## config.mk

```make
export PLATFORM = sky130hd
export DESIGN_NAME = alu_mdu
export DESIGN_NICKNAME = d
export VERILOG_FILES = /design/src/rtl/alu_pkg.sv /design/src/rtl/mdu_seq.sv /design/src/rtl/alu_mdu.sv
export SDC_FILE = /design/constraint.sdc
export NUM_CORES = 1
export LEC_CHECK = 0
export ABC_CLOCK_PERIOD_IN_PS = 10100
export CAP_MARGIN = 10
export CORE_ASPECT_RATIO = 2
export CORE_UTILIZATION = 60
export DETAILED_ROUTE_END_ITERATION = 10
export MAX_ROUTING_LAYER = met4
export PLACE_DENSITY = 0.81
export SETUP_SLACK_MARGIN = 0.4
export SYNTH_ARGS = -nofsm -noshare
export SYNTH_HDL_FRONTEND = slang
export SYNTH_SLANG_ARGS = --single-unit
```

## constraint.sdc

```tcl
create_clock -name clk -period 10.1 [get_ports clk]
set_input_delay 2.02 -clock clk [delete_from_list [all_inputs] [get_ports clk]]
set_output_delay 2.02 -clock clk [all_outputs]
set_load 0.02 [all_outputs]
```

## src/rtl/alu_pkg.sv

```systemverilog
// Shared op-code encoding and control-state type for the execute-stage ALU/MDU.
package alu_pkg;

    localparam logic [3:0] OP_AND   = 4'b0000;
    localparam logic [3:0] OP_OR    = 4'b0001;
    localparam logic [3:0] OP_ADD   = 4'b0010;
    localparam logic [3:0] OP_MULT  = 4'b0011;
    localparam logic [3:0] OP_MULTU = 4'b0100;
    localparam logic [3:0] OP_DIV   = 4'b0101;
    localparam logic [3:0] OP_SUB   = 4'b0110;
    localparam logic [3:0] OP_SLT   = 4'b0111;
    localparam logic [3:0] OP_DIVU  = 4'b1000;
    localparam logic [3:0] OP_XOR   = 4'b1001;
    localparam logic [3:0] OP_SLL   = 4'b1010;
    localparam logic [3:0] OP_SRA   = 4'b1011;
    localparam logic [3:0] OP_SRL   = 4'b1100;
    localparam logic [3:0] OP_LUI   = 4'b1101;
    localparam logic [3:0] OP_SLTU  = 4'b1110;

    typedef enum logic [1:0] {IDLE, MUL, DIV, FIX} state_t;

endpackage

```

## src/rtl/mdu_seq.sv

```systemverilog
// Iterative multiply/divide datapath: one bit per step on operand magnitudes,
// with sign correction applied combinationally to the held accumulator.
module mdu_seq #(
    parameter int WIDTH = 32
) (
    input  logic             clk,
    input  logic             rst,
    input  logic             start,
    input  logic             step,
    input  logic             div_mode,
    input  logic             sgn,
    input  logic [WIDTH-1:0] a,
    input  logic [WIDTH-1:0] b,
    output logic             done,
    output logic [WIDTH-1:0] hi,
    output logic [WIDTH-1:0] lo
);

    localparam int CW = $clog2(WIDTH);

    logic             is_div;
    logic             neg_main;
    logic             neg_rem;
    logic [WIDTH-1:0] mag_b;
    logic [WIDTH-1:0] acc_hi;
    logic [WIDTH-1:0] acc_lo;
    logic [CW-1:0]    cnt;

    logic [WIDTH-1:0] mag_a_in;
    logic [WIDTH-1:0] mag_b_in;
    logic [WIDTH:0]   mul_sum;
    logic [WIDTH:0]   div_shift;
    logic [WIDTH:0]   div_diff;
    logic             div_ge;

    assign mag_a_in = (sgn && a[WIDTH-1]) ? -a : a;
    assign mag_b_in = (sgn && b[WIDTH-1]) ? -b : b;

    // Multiply: acc_lo starts as the multiplier and shifts out while the product fills in.
    assign mul_sum   = {1'b0, acc_hi} + (acc_lo[0] ? {1'b0, mag_b} : '0);
    // Divide: acc_hi is the partial remainder, acc_lo turns from dividend into quotient.
    assign div_shift = {acc_hi, acc_lo[WIDTH-1]};
    assign div_diff  = div_shift - {1'b0, mag_b};
    assign div_ge    = !div_diff[WIDTH];

    assign done = step && (cnt == CW'(WIDTH - 1));

    // NOTE: async reset is in the sensitivity list; all state uses non-blocking assignment.
    always_ff @(posedge clk or posedge rst) begin
        if (rst) begin
            is_div   <= 1'b0;
            neg_main <= 1'b0;
            neg_rem  <= 1'b0;
            mag_b    <= '0;
            acc_hi   <= '0;
            acc_lo   <= '0;
            cnt      <= '0;
        end else if (start) begin
            is_div   <= div_mode;
            neg_main <= sgn && (a[WIDTH-1] ^ b[WIDTH-1]);
            neg_rem  <= sgn && a[WIDTH-1];
            mag_b    <= mag_b_in;
            acc_hi   <= '0;
            acc_lo   <= mag_a_in;
            cnt      <= '0;
        end else if (step) begin
            cnt <= cnt + 1'b1;
            if (is_div) begin
                acc_hi <= div_ge ? div_diff[WIDTH-1:0] : div_shift[WIDTH-1:0];
                acc_lo <= {acc_lo[WIDTH-2:0], div_ge};
            end else begin
                acc_hi <= mul_sum[WIDTH:1];
                acc_lo <= {mul_sum[0], acc_lo[WIDTH-1:1]};
            end
        end
    end

    // NOTE: every output gets a default first so no latch is inferred.
    always_comb begin
        hi = acc_hi;
        lo = acc_lo;
        if (is_div) begin
            if (neg_main) lo = -acc_lo;
            if (neg_rem)  hi = -acc_hi;
        end else if (neg_main) begin
            {hi, lo} = -{acc_hi, acc_lo};
        end
    end

endmodule

```

## src/rtl/alu_mdu.sv

```systemverilog
// Execute-stage ALU with iterative MDU, HI/LO registers and a registered
// valid/ready result; the pipeline stalls while in_ready is low.
module alu_mdu
    import alu_pkg::*;
#(
    parameter int WIDTH = 32,
    parameter int SHW   = $clog2(WIDTH)
) (
    input  logic             clk,
    input  logic             rst,
    input  logic             in_valid,
    output logic             in_ready,
    input  logic [3:0]       op,
    input  logic [WIDTH-1:0] a,
    input  logic [WIDTH-1:0] b,
    input  logic [SHW-1:0]   shamt,
    output logic             out_valid,
    input  logic             out_ready,
    output logic [WIDTH-1:0] result,
    output logic             zero,
    output logic             overflow,
    output logic [WIDTH-1:0] hi,
    output logic [WIDTH-1:0] lo
);

    localparam logic [WIDTH-1:0] MOST_NEG = {1'b1, {(WIDTH-1){1'b0}}};

    state_t state, next_state;

    logic             accept, is_mul, is_div, sgn_op, div_zero, div_ovf, long_op;
    logic             mdu_done;
    logic [WIDTH-1:0] mdu_hi, mdu_lo;
    logic [WIDTH-1:0] sum, diff;
    logic [WIDTH-1:0] fast_res, fast_hi, fast_lo;
    logic             fast_ovf, fast_hilo;

    assign in_ready = (state == IDLE) && (!out_valid || out_ready);
    assign accept   = in_valid && in_ready;

    assign is_mul   = (op == OP_MULT) || (op == OP_MULTU);
    assign is_div   = (op == OP_DIV) || (op == OP_DIVU);
    assign sgn_op   = (op == OP_MULT) || (op == OP_DIV);
    assign div_zero = is_div && (b == '0);
    assign div_ovf  = (op == OP_DIV) && (a == MOST_NEG) && (b == '1);
    // Degenerate divides finish in one cycle; only normal mult/div go iterative.
    assign long_op  = is_mul || (is_div && !div_zero && !div_ovf);

    assign sum  = a + b;
    assign diff = a - b;

    mdu_seq #(.WIDTH(WIDTH)) u_mdu (
        .clk      (clk),
        .rst      (rst),
        .start    (accept && long_op),
        .step     ((state == MUL) || (state == DIV)),
        .div_mode (is_div),
        .sgn      (sgn_op),
        .a        (a),
        .b        (b),
        .done     (mdu_done),
        .hi       (mdu_hi),
        .lo       (mdu_lo)
    );

    always_comb begin
        next_state = state;
        case (state)
            IDLE:     if (accept && long_op) next_state = is_mul ? MUL : DIV;
            MUL, DIV: if (mdu_done) next_state = FIX;
            FIX:      next_state = IDLE;
            default:  next_state = IDLE;
        endcase
    end

    always_comb begin
        fast_res  = '0;
        fast_ovf  = 1'b0;
        fast_hilo = 1'b0;
        fast_hi   = '0;
        fast_lo   = '0;
        case (op)
            OP_AND:  fast_res = a & b;
            OP_OR:   fast_res = a | b;
            OP_XOR:  fast_res = a ^ b;
            OP_ADD: begin
                fast_res = sum;
                fast_ovf = (a[WIDTH-1] == b[WIDTH-1]) && (sum[WIDTH-1] != a[WIDTH-1]);
            end
            OP_SUB: begin
                fast_res = diff;
                fast_ovf = (a[WIDTH-1] != b[WIDTH-1]) && (diff[WIDTH-1] != a[WIDTH-1]);
            end
            OP_SLL:  fast_res = b << shamt;
            OP_SRL:  fast_res = b >> shamt;
            OP_SRA:  fast_res = $signed(b) >>> shamt;
            OP_SLT:  fast_res = {{(WIDTH-1){1'b0}}, $signed(a) < $signed(b)};
            OP_SLTU: fast_res = {{(WIDTH-1){1'b0}}, a < b};
            OP_LUI:  fast_res = b << (WIDTH / 2);
            default: fast_res = '0;
        endcase
        if (div_zero) begin
            fast_res  = '1;
            fast_hilo = 1'b1;
            fast_hi   = a;
            fast_lo   = '1;
        end else if (div_ovf) begin
            fast_res  = MOST_NEG;
            fast_ovf  = 1'b1;
            fast_hilo = 1'b1;
            fast_hi   = '0;
            fast_lo   = MOST_NEG;
        end
    end

    always_ff @(posedge clk or posedge rst) begin
        if (rst) begin
            state     <= IDLE;
            out_valid <= 1'b0;
            result    <= '0;
            zero      <= 1'b1;
            overflow  <= 1'b0;
            hi        <= '0;
            lo        <= '0;
        end else begin
            state <= next_state;
            if (accept && !long_op) begin
                out_valid <= 1'b1;
                result    <= fast_res;
                zero      <= (fast_res == '0);
                overflow  <= fast_ovf;
                if (fast_hilo) begin
                    hi <= fast_hi;
                    lo <= fast_lo;
                end
            end else if (state == FIX) begin
                out_valid <= 1'b1;
                result    <= mdu_lo;
                zero      <= (mdu_lo == '0);
                overflow  <= 1'b0;
                hi        <= mdu_hi;
                lo        <= mdu_lo;
            end else if (out_ready) begin
                out_valid <= 1'b0;
            end
        end
    end

endmodule

```

==> results of run 1 <==
-- cells by family after synthesis --
| family | share of synthesized area |
|---|---|
| mux | 0.1075 |
| simple gates | 0.1846 |
| buf+inv | 0.06628 |
| xor+xnor | 0.06633 |
| compound gates | 0.2888 |
| fa+ha+maj | 0.09016 |
| flops | 0.1962 |
-- layer usage --
layer	track usage	GRT overflow
met3	0.5155	1
met5	-	-
met1	0.7407	2
met4	0.7468	153
met2	0.9270	243
-- Yosys cell counts, types with 28 or more instances --
| cell | n | area (µm²) |
|---|---|---|
| ha_1 | 182 | 2277 |
| a22oi_1 | 29 | 217.7 |
| dfrtp_1 | 204 | 5105 |
| buf_1 | 30 | 112.6 |
| a31oi_1 | 63 | 394.1 |
| mux4_2 | 56 | 1261 |
| nor2b_1 | 28 | 175.2 |
| xor2_1 | 55 | 481.7 |
| nand4_1 | 35 | 219.0 |
| o211ai_1 | 42 | 315.3 |
| nand2b_1 | 32 | 200.2 |
| nand3_1 | 55 | 275.3 |
| xnor2_1 | 143 | 1252 |
| buf_2 | 29 | 145.1 |
| a211oi_1 | 79 | 593.1 |
| nor2_1 | 357 | 1340 |
| nor4_1 | 29 | 181.4 |
| a21o_1 | 65 | 488.0 |
| nand2_1 | 331 | 1242 |
| o31ai_1 | 40 | 300.3 |
| mux2i_1 | 123 | 1231 |
| nor3_1 | 73 | 365.4 |
| a21oi_1 | 286 | 1431 |
| o21ai_0 | 289 | 1446 |
| clkbuf_1 | 197 | 739.5 |
| inv_1 | 164 | 615.6 |
-- per-stage QoR --
stage          setup slack, ps  utilization  hold slack (ps)  instance area (µm²)  instances
3_3_place_gp              2654       0.6547            460.7                28050       3961
3_5_place_dp              2519       0.6547            464.8                28050       3961
4_1_cts                   3042       0.6683            482.6                28630       3993
2_1_floorplan             2486            -            449.8                26150       3445
==> results.md, run 1 <==
* Gate Count Post-Synth at between 3000 and 4000
* Asr flop ratio synth at 1.000
* Number of synthesized register bits at ~210
* Die width at around 150 µm
* Vias in the first global route at roughly 34000
* Average size of a mapped cell at roughly 7.6 µm²
* Log Error: [ERROR GRT-0116] Global routing finished with congestion. Check the congestion regions in the DRC Viewer.
* Max Root-Sink Buffers at 3
* Dpl hpwl at 100.5 mm
* Top FF cell, synth: dfrtp_1
* Hold-fix buffers, CTS at 0
* Total CTS buffers at 19
* Global-route wire length before repair at between 200 and 250 mm
* Initial Utilization at 0.6103
* Clk sink count at roughly 210
* Num rows at 107
* Last step reached: global routing (5_1_grt)
* Synthesis Warnings at 0
* EDFF count, synth at 0
* Yosys cell types at 100
* CTS resizes at 0
* Outcome: aborted with a tool error
* Mapped Nets at around 3700
* Port buffer count at approximately 180
* Largest net degree at the start of global routing at between 100 and 150
* Sequential cell area fraction in the yosys report at 0.1962
* Cell area after synthesis at 26150 µm²
* Setup bufs post-CTS at 0
* CTS Root Buffer Type: clkbuf_16
* H-tree depth at 1
* Ports at 177
* Aggregate global routing overflow at around 400
* Die outline height at approximately 300 µm
* Total global-route track usage at 0.7490
* Routability congestion estimate at 1.353
==> run 2: changes to the inputs <==
CORE_ASPECT_RATIO = default   (was 2)
CORE_UTILIZATION = 40   (was 60)
MAX_ROUTING_LAYER = default   (was met4)
PLACE_DENSITY = default   (was 0.81)
PLACE_DENSITY_LB_ADDON = 0.15   (was default)
SETUP_SLACK_MARGIN = default   (was 0.4)
==> run 2 against run 1 <==
Effect of this change:
- the run now ends clean
- synthesized area stayed put
- synthesized cell count stayed put
==> results.md, run 2 <==
* Outcome: finished clean
* R2r startpoint: u_mdu.acc_lo[0]$_DFFE_PP0P_
* Initial Utilization at 0.4056
* Average size of a mapped cell at around 7.6 µm²
* Max Slew Vio Count at 0
* Min-Delay Path Class: reg -> reg
* TritonCTS clock tree: done
* Aggregate global routing overflow at 0
* Pleak at roughly 12 nW
* Commonest non-fill, non-tap cell in the layout: nor2_1
* Critical path class: in -> reg
* Clk sink count at ~200
* Least-Margin Pin Slew at 1359 ps
* Setup TNS at 0 ps
* DR pass1 iterations at 7
* Top FF cell, synth: dfrtp_1
* EDFF count, synth at 0
* Synthesis Warnings at 0
* Clock latency on the worst-skew pair at between 500 and 600 ps
* Synth cell count leaders: nor2_1 (357), nand2_1 (331), o21ai_0 (289)
* Max Root-Sink Buffers at 3
* Post-layout minimum cycle time at roughly 7300 ps
* Clk pin slew, worst setup/hold paths at roughly 70 ps
* Total global-route track usage at 0.3887
* Num rows at between 90 and 100
* Sequential cell area fraction in the yosys report at 0.1962
* Worst r2r dst: u_mdu.acc_hi[31]$_DFFE_PP0P_
* Vias/cell at about 6.7
* Setup crit end kind: flop
* Layout cell share with drive strength beyond 1 at 0.07431
* Reg2reg setup slack at 4660 ps
* Utilization after layout at 0.4557
* Power per cell area at between 200 and 300 nW/µm²
* CTS Root Buffer Type: clkbuf_16
* Critical Path AT at around 7700 ps
* CP Launch Type: input pin
* Mapped Nets at 3708
* Max FO, Critical Path at 20
* Final WL at between 100 and 150 mm
* Number of synthesized register bits at a little over 200
* Asr flop ratio synth at 1.000
* Global-route wire length before repair at 192.8 mm
* Synth area leaders: dfrtp_1 (20%), ha_1 (8.7%), o21ai_0 (5.5%), a21oi_1 (5.5%), nor2_1 (5.1%)
* Setup Skew at around 36 ps
* Dpl hpwl at between 100 and 150 mm
* Area Overhead vs Synth at 12.36%
* Dominant cell type by area after synthesis: dfrtp_1
* Antenna-violating nets left at 0
* H-tree depth at 1
* Core Area at roughly 64000 µm²
* Initial antenna violation count at 2
* CTS resizes at 0
* Share of the synthesized area in the top cell type at 0.1952
* Die outline height at about 260 µm
* Yosys cell types at 100
* Gate Count Post-Synth at around 3400
* Largest net degree at the start of global routing at approximately 130
* Critical Path Start: a[1]
* CP required at 10580 ps
* Setup bufs post-CTS at 0
* Max Clk Rate at 137.7 MHz
* Iter 0 DRT Violations at around 3500
* FF-to-FF path depth at 16
* Max-Slew Margin vs Limit at 0.08561
* Hold-fix buffers, CTS at 0
* Ports at 177
* WL per Instance at between 30 and 40 µm
* Vias in the first global route at about 27000
* Worst VDD drop at 0.1855 mV
* Routability congestion estimate at about 1.1
* Die width at about 260 µm
* Final nets at 3716
* Port buffer count at between 150 and 200
* RSZ-0062 raised after global routing: false
* Final Setup Violations at 0
* Final hold viol count at 0
* Fillers at between 6000 and 7000
* Final period util at 0.7190
* DRC at 0
* Vias post-DR at 28960
* Die Footprint at 66390 µm²
* Cell area after synthesis at around 26000 µm²
* Most frequent cells in the layout: nor2_1 (354), nand2_1 (331), o21ai_0 (289), a21oi_1 (286), dfrtp_1 (203)
* MaxCap Viol Count at 0
* Worst Setup EP: zero$_DFFE_PP1P_
* Total CTS buffers at 25
* Count leader, synth: nor2_1
==> run 2: cell counts after synthesis <==
No cell type changed its count.
==> run 2: worst min path at each step <==
stage                                        to  slack [ps]  cells after the start                         from
floorplan           u_mdu.mag_b[21]$_DFFE_PP0P_         450                      2  u_mdu.mag_b[21]$_DFFE_PP0P_
finish                       lo[10]$_DFFE_PP0P_         480                      2           lo[10]$_DFFE_PP0P_
global route                 lo[10]$_DFFE_PP0P_         490                      2           lo[10]$_DFFE_PP0P_
detailed placement           lo[20]$_DFFE_PP0P_         470                      1           lo[20]$_DFFE_PP0P_
global placement             lo[21]$_DFFE_PP0P_         460                      1           lo[21]$_DFFE_PP0P_
CTS                          lo[10]$_DFFE_PP0P_         480                      2           lo[10]$_DFFE_PP0P_
==> run 2: critical path, stage by stage <==
cell and delay, ps:
clkdlybuf4s50_1 650, inv_1 310, ha_1 260, or3b_1 410, nand2b_1 290, or4_1 700, or2_1 360, nor2_4 280
o32ai_2 180, nor2_4 540, o2111ai_1 260, a21oi_1 640, nand4_1 150, or4_1 450, o31ai_2 210
==> run 2: cell type report <==
type / count / area [µm²] / share of cell area
repair buffers: 249 / 2297 / 0.07820
multi-input cells: 2807 / 19380 / 0.6596
diodes: 1 / 2.502 / 0.00008518
flip-flops and latches: 205 / 5135 / 0.1748
inverters: 165 / 626.9 / 0.02134
clock buffers: 30 / 694.4 / 0.02364
clock inverters: 16 / 173.9 / 0.005920
well taps: 855 / 1070 / 0.03642
==> run 2: routing by layer <==
metal / global-route usage / vias up / share of wire
met3: 0.06949 / 369 / 0.094
met2: 0.5911 / 1772 / 0.43
met5: 0 / - / 0.000098
met4: 0.1966 / 2 / 0.062
met1: 0.5270 / 14150 / 0.42
li1: - / 12670 / -
==> run 2: power by group <==
part           internal [mW]  total (mW)  switching, mW
registers               1.23        1.71          0.479
clock network          0.569       0.968          0.400
logic                   2.24        5.86           3.61
total                   4.05        8.54           4.49
==> run 2: cells by family after synthesis <==
family,synth area share
AND/OR/NAND/NOR,0.1846
AO/OA/AOI/OAI,0.2888
XOR/XNOR,0.06633
multiplexers,0.1075
buffers and inverters,0.06628
flip-flops,0.1962
adder cells (fa/ha/maj),0.09016
==> run 2: metrics by stage <==
stage | hold slack (ps) | setup WS (ps) | area [µm²] | instances | power [mW]
floorplan | 449.8 | 2486 | 26150 | 3445 | 5.553
global placement | 463.8 | 2483 | 28510 | 4281 | 7.359
detailed placement | 465.8 | 2452 | 28510 | 4281 | 7.444
CTS | 483.6 | 3023 | 29370 | 4327 | 8.442
global route | 489.4 | 2653 | 29380 | 4328 | 9.155
finish | 476.7 | 2839 | 29380 | 4328 | 8.540
Power figures use the tool's default switching activity.
